[src/rtl/fetch_stage.sv]
// fetch_stage: instruction fetch for a single-issue pipeline.
//
// Issues at most one instruction-memory request at a time, registers the
// returned word for decode, and flushes on redirects (taken branch/jal/jalr).
// A response that belongs to a flushed request is discarded, whether it
// arrives in the redirect cycle (back to fetch) or later (drop state).
//
// Optional feature macro: MISALIGN_TRAP_EN
//   defined   : a redirect to an address with [1:0] != 0 raises misalign_o and
//               halts fetch until an aligned redirect or reset.
//   undefined : redirect targets are forced word-aligned, misalign_o stays 0.
//
// Ports:
//   clk, reset (sync, active-low)
//   stall_i, redirect_i, redirect_pc_i     - control from decode/execute
//   imem_req_o, imem_addr_o                - request pulse and address
//   imem_valid_i, imem_rdata_i, imem_rsp_ready_o - response handshake
//   instr_o, opcode_o, pc_o, pc_plus4_o, valid_o - registered decode payload
//   misalign_o                             - misaligned redirect flag
module fetch_stage #(
  parameter logic [31:0] RESET_PC = 32'h0040_0000
) (
  input  logic        clk,
  input  logic        reset,
  input  logic        stall_i,
  input  logic        redirect_i,
  input  logic [31:0] redirect_pc_i,
  output logic        imem_req_o,
  output logic [31:0] imem_addr_o,
  input  logic        imem_valid_i,
  input  logic [31:0] imem_rdata_i,
  output logic        imem_rsp_ready_o,
  output logic [31:0] instr_o,
  output logic [6:0]  opcode_o,
  output logic [31:0] pc_o,
  output logic [31:0] pc_plus4_o,
  output logic        valid_o,
  output logic        misalign_o
);

  typedef enum logic [1:0] {StReq, StWait, StDrop, StHalt} state_e;

  state_e      state_q, state_d;
  logic [31:0] pc_q, pc_d;
  logic [31:0] instr_q, instr_d;
  logic [31:0] pc_out_q, pc_out_d;
  logic        valid_q, valid_d;
  logic        misalign_q, misalign_d;

  logic [31:0] redir_pc;
  logic        redir_bad;
  logic        rsp_ready;
  logic        load;

`ifdef MISALIGN_TRAP_EN
  assign redir_pc  = redirect_pc_i;
  assign redir_bad = redirect_pc_i[1:0] != 2'b00;
`else
  assign redir_pc  = redirect_pc_i & 32'hFFFF_FFFC;
  assign redir_bad = 1'b0;
`endif

  // State register and datapath registers
  always_ff @(posedge clk) begin
    if (!reset) begin
      state_q    <= StReq;
      pc_q       <= RESET_PC;
      instr_q    <= '0;
      pc_out_q   <= '0;
      valid_q    <= 1'b0;
      misalign_q <= 1'b0;
    end else begin
      state_q    <= state_d;
      pc_q       <= pc_d;
      instr_q    <= instr_d;
      pc_out_q   <= pc_out_d;
      valid_q    <= valid_d;
      misalign_q <= misalign_d;
    end
  end

  // Next-state logic
  always_comb begin
    state_d    = state_q;
    pc_d       = pc_q;
    misalign_d = misalign_q;
    load       = 1'b0;
    unique case (state_q)
      StReq: begin
        if (redirect_i) begin
          pc_d       = redir_pc;
          misalign_d = redir_bad;
          state_d    = redir_bad ? StHalt : StReq;
        end else if (!(valid_q && stall_i)) begin
          state_d = StWait;
        end
      end
      StWait: begin
        if (redirect_i) begin
          pc_d       = redir_pc;
          misalign_d = redir_bad;
          // Without the response in hand it is still outstanding: drop it first
          // even when heading for halt, so a later aligned redirect cannot
          // mistake it for its own.
          if (!imem_valid_i) state_d = StDrop;
          else               state_d = redir_bad ? StHalt : StReq;
        end else if (imem_valid_i && rsp_ready) begin
          load    = 1'b1;
          pc_d    = pc_q + 32'd4;
          state_d = StReq;
        end
      end
      StDrop: begin
        if (redirect_i) begin
          pc_d       = redir_pc;
          misalign_d = redir_bad;
        end
        if (imem_valid_i) state_d = misalign_d ? StHalt : StReq;
      end
      StHalt: begin
        if (redirect_i) begin
          pc_d       = redir_pc;
          misalign_d = redir_bad;
          state_d    = redir_bad ? StHalt : StReq;
        end
      end
      default: state_d = StReq;
    endcase
  end

  // Output register next-state: redirect beats load beats stall
  always_comb begin
    instr_d  = instr_q;
    pc_out_d = pc_out_q;
    valid_d  = valid_q;
    if (redirect_i) begin
      valid_d = 1'b0;
    end else if (load) begin
      instr_d  = imem_rdata_i;
      pc_out_d = pc_q;
      valid_d  = 1'b1;
    end else if (!stall_i) begin
      valid_d = 1'b0;
    end
  end

  // Output logic
  always_comb begin
    rsp_ready = 1'b0;
    unique case (state_q)
      StWait:         rsp_ready = redirect_i || !valid_q || !stall_i;
      StDrop, StHalt: rsp_ready = 1'b1;
      default:        rsp_ready = 1'b0;
    endcase
    imem_req_o       = reset && (state_q == StReq) && !redirect_i && !(valid_q && stall_i);
    imem_rsp_ready_o = reset && rsp_ready;
  end

  assign imem_addr_o = pc_q;
  assign instr_o     = instr_q;
  assign opcode_o    = valid_q ? instr_q[6:0] : 7'h00;
  assign pc_o        = pc_out_q;
  assign pc_plus4_o  = pc_out_q + 32'd4;
  assign valid_o     = valid_q;
  assign misalign_o  = misalign_q;

endmodule

[config.mk]
export PLATFORM = sky130hd
export DESIGN_NAME = fetch_stage
export DESIGN_NICKNAME = d
export VERILOG_FILES = /design/src/rtl/fetch_stage.sv
export SDC_FILE = /design/constraint.sdc
export NUM_CORES = 1
export LEC_CHECK = 0
export ABC_AREA = 1
export CELL_PAD_IN_SITES_DETAIL_PLACEMENT = 0
export CELL_PAD_IN_SITES_GLOBAL_PLACEMENT = 1
export CORE_MARGIN = 1.5
export CORE_UTILIZATION = 28
export CTS_BUF_LIST = sky130_fd_sc_hd__clkbuf_8
export CTS_CLUSTER_SIZE = 12
export DETAILED_ROUTE_END_ITERATION = 8
export HOLD_SLACK_MARGIN = 0.02
export PLACE_DENSITY_LB_ADDON = 0.1
export SLEW_MARGIN = 20
export SYNTH_ARGS = -nofsm -noshare
export SYNTH_HDL_FRONTEND = slang
export SYNTH_SLANG_ARGS = --single-unit
[constraint.sdc]
create_clock -name clk -period 1.7 [get_ports clk]
set_input_delay 0.34 -clock clk [delete_from_list [all_inputs] [get_ports clk]]
set_output_delay 0.34 -clock clk [all_outputs]
set_load 0.03 [all_outputs]
# Word level (Yosys, flattened, before mapping)
# Cells that the tools add are included.
word_totals:
  regBits: 100
  latch_bits: 0
  ram_bits: 0
  mem_bits_ro: 0
  inputBits: 69
  output_inout_bits: 139
  wordCells: 62
  n_memories: 0
classes:
  add_sub_neg: 2
  mul: 0
  div: 0
  n_lt_le_gt_ge: 0
  n_eq_ne: 9
  shifts: 0
  n_mux: 23
  n_bitwise: 2
  n_reduce_logical: 20
op_table:
  columns: ["cell", "n"]
  rows:
  - ["32-bit two-way mux", 3]
  - ["32-bit by 3-bit adder with 32-bit output, second input constant", 2]
  - ["32-bit case mux with 2 select lines", 1]
  - ["2-bit two-way mux", 8]
  - ["2-bit case mux with 4 select lines", 1]
  - ["1-bit two-way mux", 7]
  - ["7-bit two-way mux", 1]
  - ["1-bit logical AND", 6]
  - ["3-bit != test, second input constant", 2]
  - ["3-bit OR reduction", 2]
  - ["2-bit equality test, second input constant", 2]
  - ["1-bit logical NOT", 4]
  - ["2-bit by 1-bit != test with 1-bit output, second input constant", 2]
  - ["2-bit != test, second input constant", 2]
  - ["1-bit case mux with 2 select lines", 2]
  - ["2-bit AND reduction", 2]
  - ["4-bit AND reduction", 1]
  - ["2-bit OR reduction", 2]
  - ["2-bit by 1-bit equality test with 1-bit output, second input constant", 1]
  - ["2-bit logical NOT", 1]
  - ["1-bit logical OR", 2]
  - ["1-bit inverter", 2]

# Longest topological paths before layout
# Gate-level depths: netlist (run 1).
logic_depth:
  ltp_word: 9
  depth_mapped: 11

# Worst setup path after synthesis (run 1)
# Ideal clock, no wire load.
synth_path:
  path_kind: "register -> output"
  start: "reg pc_out_q[6] (netlist: pc_o[6])"
  end: "out pc_plus4_o[19]"
  arrival_ns: 1.919
  required_ns: 1.360
  slack_ns: -0.559
  path_stages_with_launch: 9
  path_buffers: 0
  path_cell_list: "dfxtp_1 -> nand2_1 -> nor2_2 -> nand2_1 -> nor2_2 -> nand2_2 -> nor2_4 -> nand3_1 -> a22oi_1"
synth_between:
  elab_chain_cells: 1
synth_lines:
  columns: ["item", "line_no", "rtl"]
  rows:
  - ["start, declared", "46", "logic [31:0] pc_out_q, pc_out_d;"]
  - ["start signal, assigned", "76", "pc_out_q <= pc_out_d;"]
  - ["32-bit by 3-bit adder with 32-bit output", "163", "assign pc_plus4_o = pc_out_q + 32'd4;"]
  - ["end, declared", "36", "output logic [31:0] pc_plus4_o,"]
# Every way passes these cells.

# Worst setup path in the final report (run 1)
layout_path:
  start: "reg pc_out_q[12] (netlist: pc_o[12])"
  end: "out pc_plus4_o[31]"
# The elaborated chain is that of the path after synthesis.

==> results of run 1 <==
==> what timing repair did <==
action,CTS,global route
setup endpoints to repair,126,60
cloned,0,0
pin swaps,52,41
resized for setup,179,59
buffers inserted,16,9
==> synthesized netlist by cell type (2+ instances only) <==
| cell | n |
|---|---|
| buf_4 | 10 |
| nor3b_1 | 3 |
| buf_6 | 3 |
| buf_1 | 3 |
| nand2_1 | 186 |
| xor2_1 | 30 |
| a31oi_1 | 5 |
| inv_1 | 68 |
| nor2_1 | 82 |
| dfxtp_1 | 96 |
| nor2_4 | 4 |
| nor3_1 | 20 |
| nor2_2 | 5 |
| clkbuf_1 | 12 |
| ha_1 | 2 |
| buf_2 | 17 |
| nor4_1 | 2 |
| nand4_1 | 18 |
| o21ai_1 | 6 |
| o21a_1 | 2 |
| nand2_2 | 7 |
| a21oi_1 | 89 |
| o21bai_1 | 5 |
| nand3_1 | 78 |
| or2_2 | 3 |
| o21ai_0 | 49 |
| inv_2 | 8 |
| o31ai_1 | 2 |
==> metal layers <==
layer / part of all wire [%] / global-route usage, % / wire length (um)
met1: 47 / 28.76 / 10050
met3: 3.9 / 2.362 / 828
met5: 0 / 0 / 0
met4: 2.0 / 7.705 / 422
met2: 47 / 34.35 / 9879
==> per-stage QoR <==
stage / instance area (um2) / setup TNS (ns) / instances
5_1_grt: 9727 / -13.13 / 1427
3_3_place_gp: 9056 / -19.48 / 1393
4_1_cts: 9519 / -10.77 / 1420
6_report: 9727 / -10.56 / 1427
2_1_floorplan: 5841 / -1.226 / 827
3_5_place_dp: 9056 / -20.66 / 1393
==> how the worst max path moves through the flow <==
| stage | startpoint | endpoint | cells after the start |
|---|---|---|---|
| global placement | redirect_i | pc_o[14] | 9 |
| detailed placement | redirect_i | pc_o[14] | 9 |
| global route | pc_o[6] | pc_plus4_o[24] | 7 |
| CTS | pc_o[5] | pc_plus4_o[25] | 9 |
| finish | pc_o[12] | pc_plus4_o[31] | 8 |
| floorplan | pc_o[6] | pc_plus4_o[24] | 6 |
==> registers in the layout (all words and copies together), names as in the netlist <==
| name | flops |
|---|---|
| valid_o | 1 |
| imem_addr_o | 30 |
| state_q | 2 |
| pc_o | 30 |
| instr_o | 32 |
| misalign_o | 1 |
==> final cells by class <==
type                            count  share of cell area, %
Timing Repair Buffer              371                  33.91
Tap cell                          260                  3.344
Clock buffer                       10                  1.415
Sequential cell                    96                  20.86
Clock inverter                      5                 0.8361
Multi-Input combinational cell    609                  36.60
Inverter                           76                  3.036
==> where the power goes <==
part,total (uW),internal (uW),leakage (uW),switching [uW]
sequential,2410,2300,0.000806,110
combinational,1200,536,0.00344,663
clock,1720,865,0.000114,858
==> cells in the final DEF (no fill, tap or decap), types with 5 or more instances in the layout <==
master	n
a21oi_1	89
a31oi_1	5
buf_12	8
buf_4	167
buf_6	35
clkbuf_8	10
clkdlybuf4s50_1	63
conb_1	6
dfxtp_1	60
dfxtp_2	11
dfxtp_4	25
dlygate4sd2_1	88
inv_1	61
inv_2	12
nand2_1	164
nand2_2	12
nand2_4	17
nand3_1	73
nand4_1	18
nor2_1	66
nor2_2	11
nor2_4	14
nor3_1	8
nor3_2	8
o21ai_0	48
o21ai_1	7
o21bai_1	5
xor2_1	14
xor2_2	8
xor2_4	8
==> critical path, cell delays in order, from the launching register on <==
cell	delay [ns]
dfxtp_4	0.38
nand2_4	0.07
nor3_4	0.27
buf_4	0.18
nand2_4	0.05
nor3_2	0.15
nand2_2	0.11
xor2_4	0.17
buf_6	0.14
==> kinds of logic (layout without fill, tap and decap cells) <==
group / after synthesis / in the layout
buffers and inverters: 122 / 462
XOR/XNOR: 31 / 31
adder cells (fa/ha/maj): 2 / 2
other: 1 / 6
AND/OR/NAND/NOR: 409 / 409
flip-flops: 96 / 96
AO/OA/AOI/OAI: 161 / 161
==> run_results.csv, run 1 <==
group,metric,value,unit
floorplan,die_w,141.9,um
synth,avgSynthCellArea,6.571,um2
pwr,peakVddDrop,0.3242,mV
floorplan,initial_core_util,28.68,%
timing,min_period,2.233,ns
finish,postLayoutCoreUtil,51.65,%
worst_setup_path,critical_path_class,"reg2out",
placement,port_buffers,199,
clocking,tritoncts,"built",
synth,synth_xor_area_share,5.027,%
timing,skew,0.01125,ns
timing,max_freq,0.4479,GHz
grt,grt_use_total,21.08,%
finish,multi_input_area,3560,um2
timing,period_share,131.3,%
timing,timing.final.setup_violations,27,
hold_path,holdCritPathClass,"in2reg",
grt,grt_pass1_vias,6173,
worst_setup_path,r2r_slack,0.11,ns
pwr,finalPower,5334,uW
run_status,violations,"negative setup slack",
routing,drt-wirelength-per-cell,14.84,um
synth,synth-simple-area-share,33.24,%
floorplan,die_height,141.9,um
timing,relSlewSlack,66.12,%
finish,nFillCells,1937,
worst_setup_path,r2r_start,"state_q[0]",
pwr,p_per_area,548.4,nW/um2
grt,grt_antenna_before_repair,0,
timing,fin_ws,-0.5327,ns
routing,via_per_inst,4.565,
floorplan,fp.dieArea,20130,um2
grt,gr-total-overflow,0,
synth,synth_top_family_by_area,"simple AND/OR/NAND/NOR gates",
synth,synth_compound_area_share,15.61,%
synth,async_flop_share,0,%
pwr,power.leakage,0.004359,uW
synth,yosys.area.top_type,"dfxtp_1",
worst_setup_path,r2r_end,"pc_o[10]",
synth,yosysTopAreaCellShare,35.58,%
finish,seq_area,2029,um2
hold_path,holdPathEnd,"valid_o",
worst_setup_path,arrival,1.89,ns
synth,synthFlopType,"dfxtp_1",
timing,rsz0062_at_grt,"true",
clocking,postCtsHoldBufs,0,
routing,drtPass1Iterations,6,
synth,synthTopCellsByArea,"dfxtp_1, nand2_1, a21oi_1, nand3_1, nor2_1",
worst_setup_path,end_kind,"primary output",
synth,synth_edf_count,0,
grt,grt_max_degree,39,
placement,gp_congestion,0.8943,
clocking,cts_max_level,3,
worst_setup_path,reg2reg_depth,9,
finish,nets,1234,
routing,drt_wl_total,21180,um
finish,antennaDiodeCount,0,
finish,layout-drive-gt1-share,32.39,%
placement,dp_hpwl,16750,um
clocking,cts_buffer_depth,2,
floorplan,fp.coreArea,18830,um2
run_status,status,"finished with violations",
clocking,cts_made_buffers,9,
timing,tightest_slew,0.5035,ns
routing,drc,0,
grt,grt_pass1_wl,33060,um
timing,finalHoldViolCount,0,
hold_path,min_from,"stall_i",
clocking,root_buffer,"clkbuf_8",
clocking,clock-sinks,96,
hold_path,hold_depth,4,
synth,yosysSeqAreaShare,35.58,%
routing,antenna_left,0,
timing,slew_violations,0,
synth,synthCells,822,
routing,detail_route.iter0.violations,299,
placement,pre_cts_slack,-0.2754,ns
synth,synth_fa_ha_area_share,0.4633,%
worst_setup_path,crit_fanout,3,
flow_run,max_cap_viol_count,0,
worst_setup_path,startpoint_type,"register",
timing,holdWs,0.4307,ns
synth,synth_cell_types,35,
clocking,worstSkewPairLatency,0.39,ns
floorplan,io_pins,208,
synth,yosys_warnings,0,
clocking,clkTransAtPathRegs,0.10,ns
worst_setup_path,worstPathRequired,1.36,ns
finish,syn2layout_area_growth,80.08,%
floorplan,rows,50,
synth,synth_mux_area_share,0,%
synth,syn_area,5401,um2
routing,vias,6514,
synth,ys_seq_elements,96,
Note: power is estimated with default switching activity, not from simulation.
==> inputs of run 2 (changes only) <==
--- a/config.mk
+++ b/config.mk
@@ -6,13 +6,15 @@
 export NUM_CORES = 1
 export LEC_CHECK = 0
 export ABC_AREA = 1
+export ABC_CLOCK_PERIOD_IN_PS = 1700
 export CELL_PAD_IN_SITES_DETAIL_PLACEMENT = 0
 export CELL_PAD_IN_SITES_GLOBAL_PLACEMENT = 1
 export CORE_MARGIN = 1.5
 export CORE_UTILIZATION = 28
 export CTS_BUF_LIST = sky130_fd_sc_hd__clkbuf_8
-export CTS_CLUSTER_SIZE = 12
+export CTS_CLUSTER_SIZE = 16
 export DETAILED_ROUTE_END_ITERATION = 8
+export GPL_TIMING_DRIVEN = 0
 export HOLD_SLACK_MARGIN = 0.02
 export PLACE_DENSITY_LB_ADDON = 0.1
 export SLEW_MARGIN = 20
==> run 2 against run 1 <==
  * The run still ends with negative setup slack left
  * Routed wire length grew 6.7%
  * Clock power down 8%
  * Register-to-register slack lost 0.04 ns
  * Sequential cell count is the same
  * Critical path type unchanged
  * Critical endpoint is now pc_plus4_o[26]
  * Largest cell class unchanged
  * Largest power group unchanged
==> run_results.csv, run 2 (same netlist as run 1, synthesis figures left out) <==
group,metric,value,unit
clocking,clock-sinks,96,
worst_setup_path,crit_end,"pc_plus4_o[26]",
run_status,violations,"negative setup slack",
finish,nets,1155,
timing,slew_violations,0,
finish,antennaDiodeCount,0,
grt,use_met1,29.86,%
routing,antenna_left,0,
clocking,tritoncts,"built",
routing,drc,0,
timing,skew,0.01218,ns
worst_setup_path,arrival,1.93,ns
timing,min_period,2.269,ns
grt,grt_pass1_wl,34040,um
worst_setup_path,startpoint_type,"register",
floorplan,fp.dieArea,20130,um2
grt,gr-total-overflow,0,
grt,met2_usage,35.97,%
worst_setup_path,critical_path_class,"reg2out",
floorplan,initial_core_util,28.68,%
timing,period_share,133.5,%
routing,vias,6373,
placement,gp_congestion,0.8659,
finish,layout-drive-gt1-share,29.38,%
hold_path,holdCritPathClass,"in2reg",
clocking,root_buffer,"clkbuf_8",
timing,tns,-11.22,ns
worst_setup_path,r2r_start,"valid_o",
run_status,status,"finished with violations",
finish,largest_register_ff_count,32,
pwr,peakVddDrop,0.2992,mV
timing,max_freq,0.4407,GHz
worst_setup_path,end_kind,"primary output",
timing,finalHoldViolCount,0,
routing,drtPass1Iterations,5,
clocking,cts_max_level,3,
grt,grt_use_total,22.24,%
routing,via_per_inst,4.724,
routing,detail_route.iter0.violations,374,
floorplan,die_height,141.9,um
clocking,clkTransAtPathRegs,0.10,ns
pwr,power.leakage,0.003919,uW
floorplan,io_pins,208,
finish,syn2layout_area_growth,68.87,%
flow_run,max_cap_viol_count,0,
placement,dp_hpwl,17250,um
routing,drt-wirelength-per-cell,16.76,um
finish,final_cell_mix,"nand2_1, a21oi_1, dlygate4sd2_1",
clocking,worstSkewPairLatency,0.39,ns
timing,fin_ws,-0.5692,ns
timing,rsz0062_at_grt,"true",
worst_setup_path,worstPathRequired,1.36,ns
floorplan,rows,50,
finish,nFillCells,1984,
timing,timing.final.setup_violations,28,
floorplan,fp.coreArea,18830,um2
timing,tightest_slew,0.6473,ns
worst_setup_path,crit_fanout,4,
grt,busiest_layer,"met2",
timing,holdWs,0.3192,ns
grt,grt_pass1_vias,6010,
floorplan,die_w,141.9,um
grt,grt_max_degree,17,
clocking,cts_made_buffers,9,
timing,relSlewSlack,56.84,%
clocking,cts_buffer_depth,2,
clocking,postCtsHoldBufs,0,
pwr,p_per_area,562.1,nW/um2
worst_setup_path,crit_start,"pc_o[15]",
grt,grt_antenna_before_repair,0,
worst_setup_path,r2r_end,"pc_o[19]",
worst_setup_path,r2r_slack,0.07,ns
placement,port_buffers,198,
worst_setup_path,reg2reg_depth,10,
routing,drt_wl_total,22610,um
finish,final_common_cell,"nand2_1",
grt,use_met3,2.734,%
-- run 2: changes by cell type in the layout (fill, tap and decap cells not counted), sizes merged --
cell	delta
bufinv	-1
clkinvlp	+2
dlygate4sd2	-7
dlymetal6s2s	+1
buf	-95
clkdlybuf4s15	+5
clkbuf	+16
clkinv	+1
-- run 2: power breakdown --
group	internal [uW]	total [uW]	switching, uW
sequential	2310	2480	166
clock	682	1580	898
combinational	442	1070	628
-- run 2: worst min path at each step --
stage | startpoint | end | slack [ns] | depth (start not counted)
after global routing | stall_i | valid_o | 0.36 | 4
after floorplan | redirect_pc_i[6] | imem_addr_o[6] | 0.48 | 2
after detailed placement | instr_o[17] | instr_o[17] | 0.45 | 2
final | reset | imem_addr_o[11] | 0.32 | 3
after CTS | reset | imem_addr_o[11] | 0.33 | 3
after global placement | instr_o[17] | instr_o[17] | 0.45 | 2
-- run 2: timing repair --
item                                    in CTS  in global routing
endpoints found under the setup margin     195                132
cloned                                       0                  0
gates resized for setup                    390                139
pin swaps                                   35                 36
setup buffers                               27                 23
hold endpoints to repair                     0                  0
-- run 2: routing by layer --
metal	vias to the layer above	wire length, um
li1	3210	-
met1	2918	10210
met2	207	10580
met3	38	1059
met4	0	758
met5	-	0
-- run 2: stage by stage --
step	std cells	area (um2)	power, uW	setup slack, ns	utilization, %
finish	1349	9121	5127	-0.5692	48.44
global placement	1285	8148	3569	-1.183	43.27
CTS	1328	8670	5121	-0.5804	46.04
global route	1349	9121	5341	-0.7135	48.44
detailed placement	1285	8148	3568	-1.162	43.27
floorplan	827	5841	3031	-0.1847	-
-- run 2: layout make-up --
type | instances | area (um2) | share of cell area (%)
clock inverter | 7 | 70.07 | 0.7682
timing repair buffer | 248 | 2253 | 24.71
multi-input combinational | 609 | 3659 | 40.11
sequential | 96 | 2042 | 22.39
inverter | 76 | 301.5 | 3.306
clock buffer | 9 | 123.9 | 1.358
buffer | 44 | 346.6 | 3.800
tap | 260 | 325.3 | 3.567
-- run 2: critical path, stage by stage, from the launching register on --
cell        delay (ns)
dfxtp_4           0.37
clkinvlp_4        0.17
nor3_4            0.27
nand2_2           0.13
nor3_4            0.15
nand3_2           0.14
xor2_4            0.17
buf_6             0.14
==> inputs of run 3 (changes only) <==
--- a/config.mk
+++ b/config.mk
@@ -9,6 +9,7 @@
 export ABC_CLOCK_PERIOD_IN_PS = 1700
 export CELL_PAD_IN_SITES_DETAIL_PLACEMENT = 0
 export CELL_PAD_IN_SITES_GLOBAL_PLACEMENT = 1
+export CORE_ASPECT_RATIO = 1.25
 export CORE_MARGIN = 1.5
 export CORE_UTILIZATION = 28
 export CTS_BUF_LIST = sky130_fd_sc_hd__clkbuf_8
==> run 3 against run 2 <==
  * Critical path type unchanged
  * Combinational power barely moved
  * Largest power group unchanged
  * Fmax fell by 2.5%
  * Register-to-register slack about the same
  * Via count rose by 1.2%
  * The run still ends with negative setup slack left
  * Sequential power barely moved
  * Worst hold slack improved by 0.070 ns
  * Clock skew barely moved
  * Power down 3.9%
==> run_results.csv, run 3 (same netlist as run 1, synthesis figures left out) <==
group,metric,value,unit
timing,slew_violations,0,
finish,final_cell_mix,"nand2_1, a21oi_1, dlygate4sd2_1",
pwr,swShare,33.56,%
floorplan,rows,56,
pwr,switchingPower,1653,uW
finish,antennaDiodeCount,0,
clocking,clock-sinks,96,
worst_setup_path,startpoint_type,"register",
worst_setup_path,critPathBufInv,1,
pwr,p_comb_share,21.5,%
placement,port_buffers,198,
grt,gr-total-overflow,0,
worst_setup_path,crit_end,"pc_plus4_o[24]",
worst_setup_path,reg2reg_depth,9,
pwr,sequentialPowerShare,50.1,%
timing,rsz0062_at_grt,"true",
floorplan,fp.dieArea,20140,um2
routing,drt-wirelength-per-cell,17.20,um
timing,tightest_slew,0.6976,ns
clocking,clkTransAtPathRegs,0.10,ns
floorplan,die_height,158.3,um
pwr,internal_power,3272,uW
clocking,worstSkewPairLatency,0.37,ns
placement,place_inst,1257,
timing,max_freq,0.4296,GHz
clocking,cts_max_level,3,
timing,fin_ws,-0.6277,ns
grt,grt_antenna_before_repair,0,
finish,syn2layout_area_growth,71.16,%
timing,min_period,2.328,ns
routing,detail_route.iter0.violations,269,
worst_setup_path,r2r_end,"imem_addr_o[13]",
clocking,root_buffer,"clkbuf_8",
clocking,cts_made_buffers,9,
floorplan,die_w,127.2,um
finish,final_common_cell,"nand2_1",
worst_setup_path,cp.depth,7,
worst_setup_path,r2r_start,"state_q[1]",
timing,timing.final.setup_violations,27,
hold_path,hold_depth,3,
routing,drc,0,
routing,drtPass1Iterations,5,
worst_setup_path,worstPathRequired,1.36,ns
finish,largest_register_ff_count,32,
grt,grt_pass1_wl,33820,um
floorplan,initial_core_util,28.66,%
worst_setup_path,critical_path_class,"reg2out",
worst_setup_path,slowest_stage,"dfxtp_4",
worst_setup_path,crit_family,"simple AND/OR/NAND/NOR gates",
grt,grt_pass1_vias,6178,
clocking,postCtsHoldBufs,0,
finish,postLayoutCoreUtil,49.05,%
timing,skew,0.01186,ns
timing,relSlewSlack,53.49,%
grt,grt_use_total,22.01,%
routing,drt_wl_total,23050,um
finish,stdcell_count,1340,
flow_run,max_cap_viol_count,0,
finish,nets,1174,
routing,vias,6447,
worst_setup_path,r2r_slack,0.08,ns
worst_setup_path,crit_start,"pc_o[6]",
clocking,cts_buffer_depth,2,
floorplan,fp.coreArea,18850,um2
placement,gp_congestion,0.8465,
clocking,tritoncts,"built",
pwr,power_frac_clock,28.5,%
placement,dp_hpwl,17060,um
routing,via_per_inst,4.811,
worst_setup_path,crit_fanout,4,
worst_setup_path,cpPeakStageDelay,0.40,ns
worst_setup_path,end_kind,"primary output",
run_status,status,"finished with violations",
worst_setup_path,cp_cell_sequence,"nand4_1 -> nor2_4 -> nand2_4 -> nor2_4 -> nand4_1 -> xor2_4 -> buf_6",
pwr,power.leakage,0.004078,uW
hold_path,holdCritPathClass,"in2reg",
finish,layout-drive-gt1-share,30.05,%
pwr,peakVddDrop,0.3228,mV
timing,finalHoldViolCount,0,
pwr,p_per_area,532.8,nW/um2
grt,grt_max_degree,17,
routing,antenna_left,0,
worst_setup_path,arrival,1.99,ns
timing,period_share,136.9,%
floorplan,io_pins,208,
run_status,violations,"negative setup slack",
[run 3: layout make-up]
class	count	area, um2
clock buffer	9	123.9
buffer	42	299.0
clock inverter	7	47.55
timing repair buffer	269	2440
inverter	76	301.5
fill	1890	9603
tap	232	290.3
multi-input combinational	609	3702
sequential	96	2041
[run 3: power by group through the flow]
stage	Sequential [uW]	Clock (uW)	Combinational, uW
global placement	2510	0	1050
detailed placement	2510	0	1050
global route	2480	1540	1140
floorplan	2610	0	424
finish	2470	1400	1060
CTS	2460	1460	1050
[run 3: what timing repair did]
action,4_1_cts,5_1_grt
setup buffers,45,27
setup endpoints to repair,211,132
gates resized for setup,408,108
pin swaps,40,43
[run 3: per-layer routing]
metal / share of wire (%) / GRT usage (%) / vias up / routed length (um)
met5: 0 / 0 / - / 0
met4: 2.6 / 8.171 / 0 / 602
met3: 5.0 / 3.226 / 38 / 1150
met2: 52 / 40.89 / 203 / 11970
met1: 40 / 25.56 / 2960 / 9333
li1: - / - / 3246 / -
[run 3: worst register-to-register path, cell delays in order, from the launching register on]
cell	delay, ns
dfxtp_4	0.38
inv_2	0.08
nand2_1	0.10
nor2_4	0.17
buf_12	0.13
inv_2	0.07
buf_2	0.19
o21ai_1	0.18
o21ai_0	0.11
a21oi_1	0.14
[run 3: how the worst min path moves through the flow]
stage | start | to | slack (ns)
after detailed placement | instr_o[13] | instr_o[13] | 0.45
after global placement | instr_o[23] | instr_o[23] | 0.45
after global routing | stall_i | valid_o | 0.40
after floorplan | redirect_pc_i[6] | imem_addr_o[6] | 0.48
final | reset | imem_addr_o[11] | 0.39
after CTS | reset | imem_addr_o[11] | 0.37
[run 3: stage by stage]
step           instance area [um2]  power [uW]  setup slack [ns]  setup TNS [ns]  hold WS, ns
2_1_floorplan                 5841        3031           -0.1847          -1.226       0.4839
3_3_place_gp                  8113        3562            -1.213          -53.08       0.4462
3_5_place_dp                  8113        3564            -1.192          -54.22       0.4508
4_1_cts                       8830        4960           -0.6314          -10.84       0.3675
5_1_grt                       9245        5162           -0.7455          -14.63       0.3967
6_report                      9245        4925           -0.6277          -12.20       0.3894
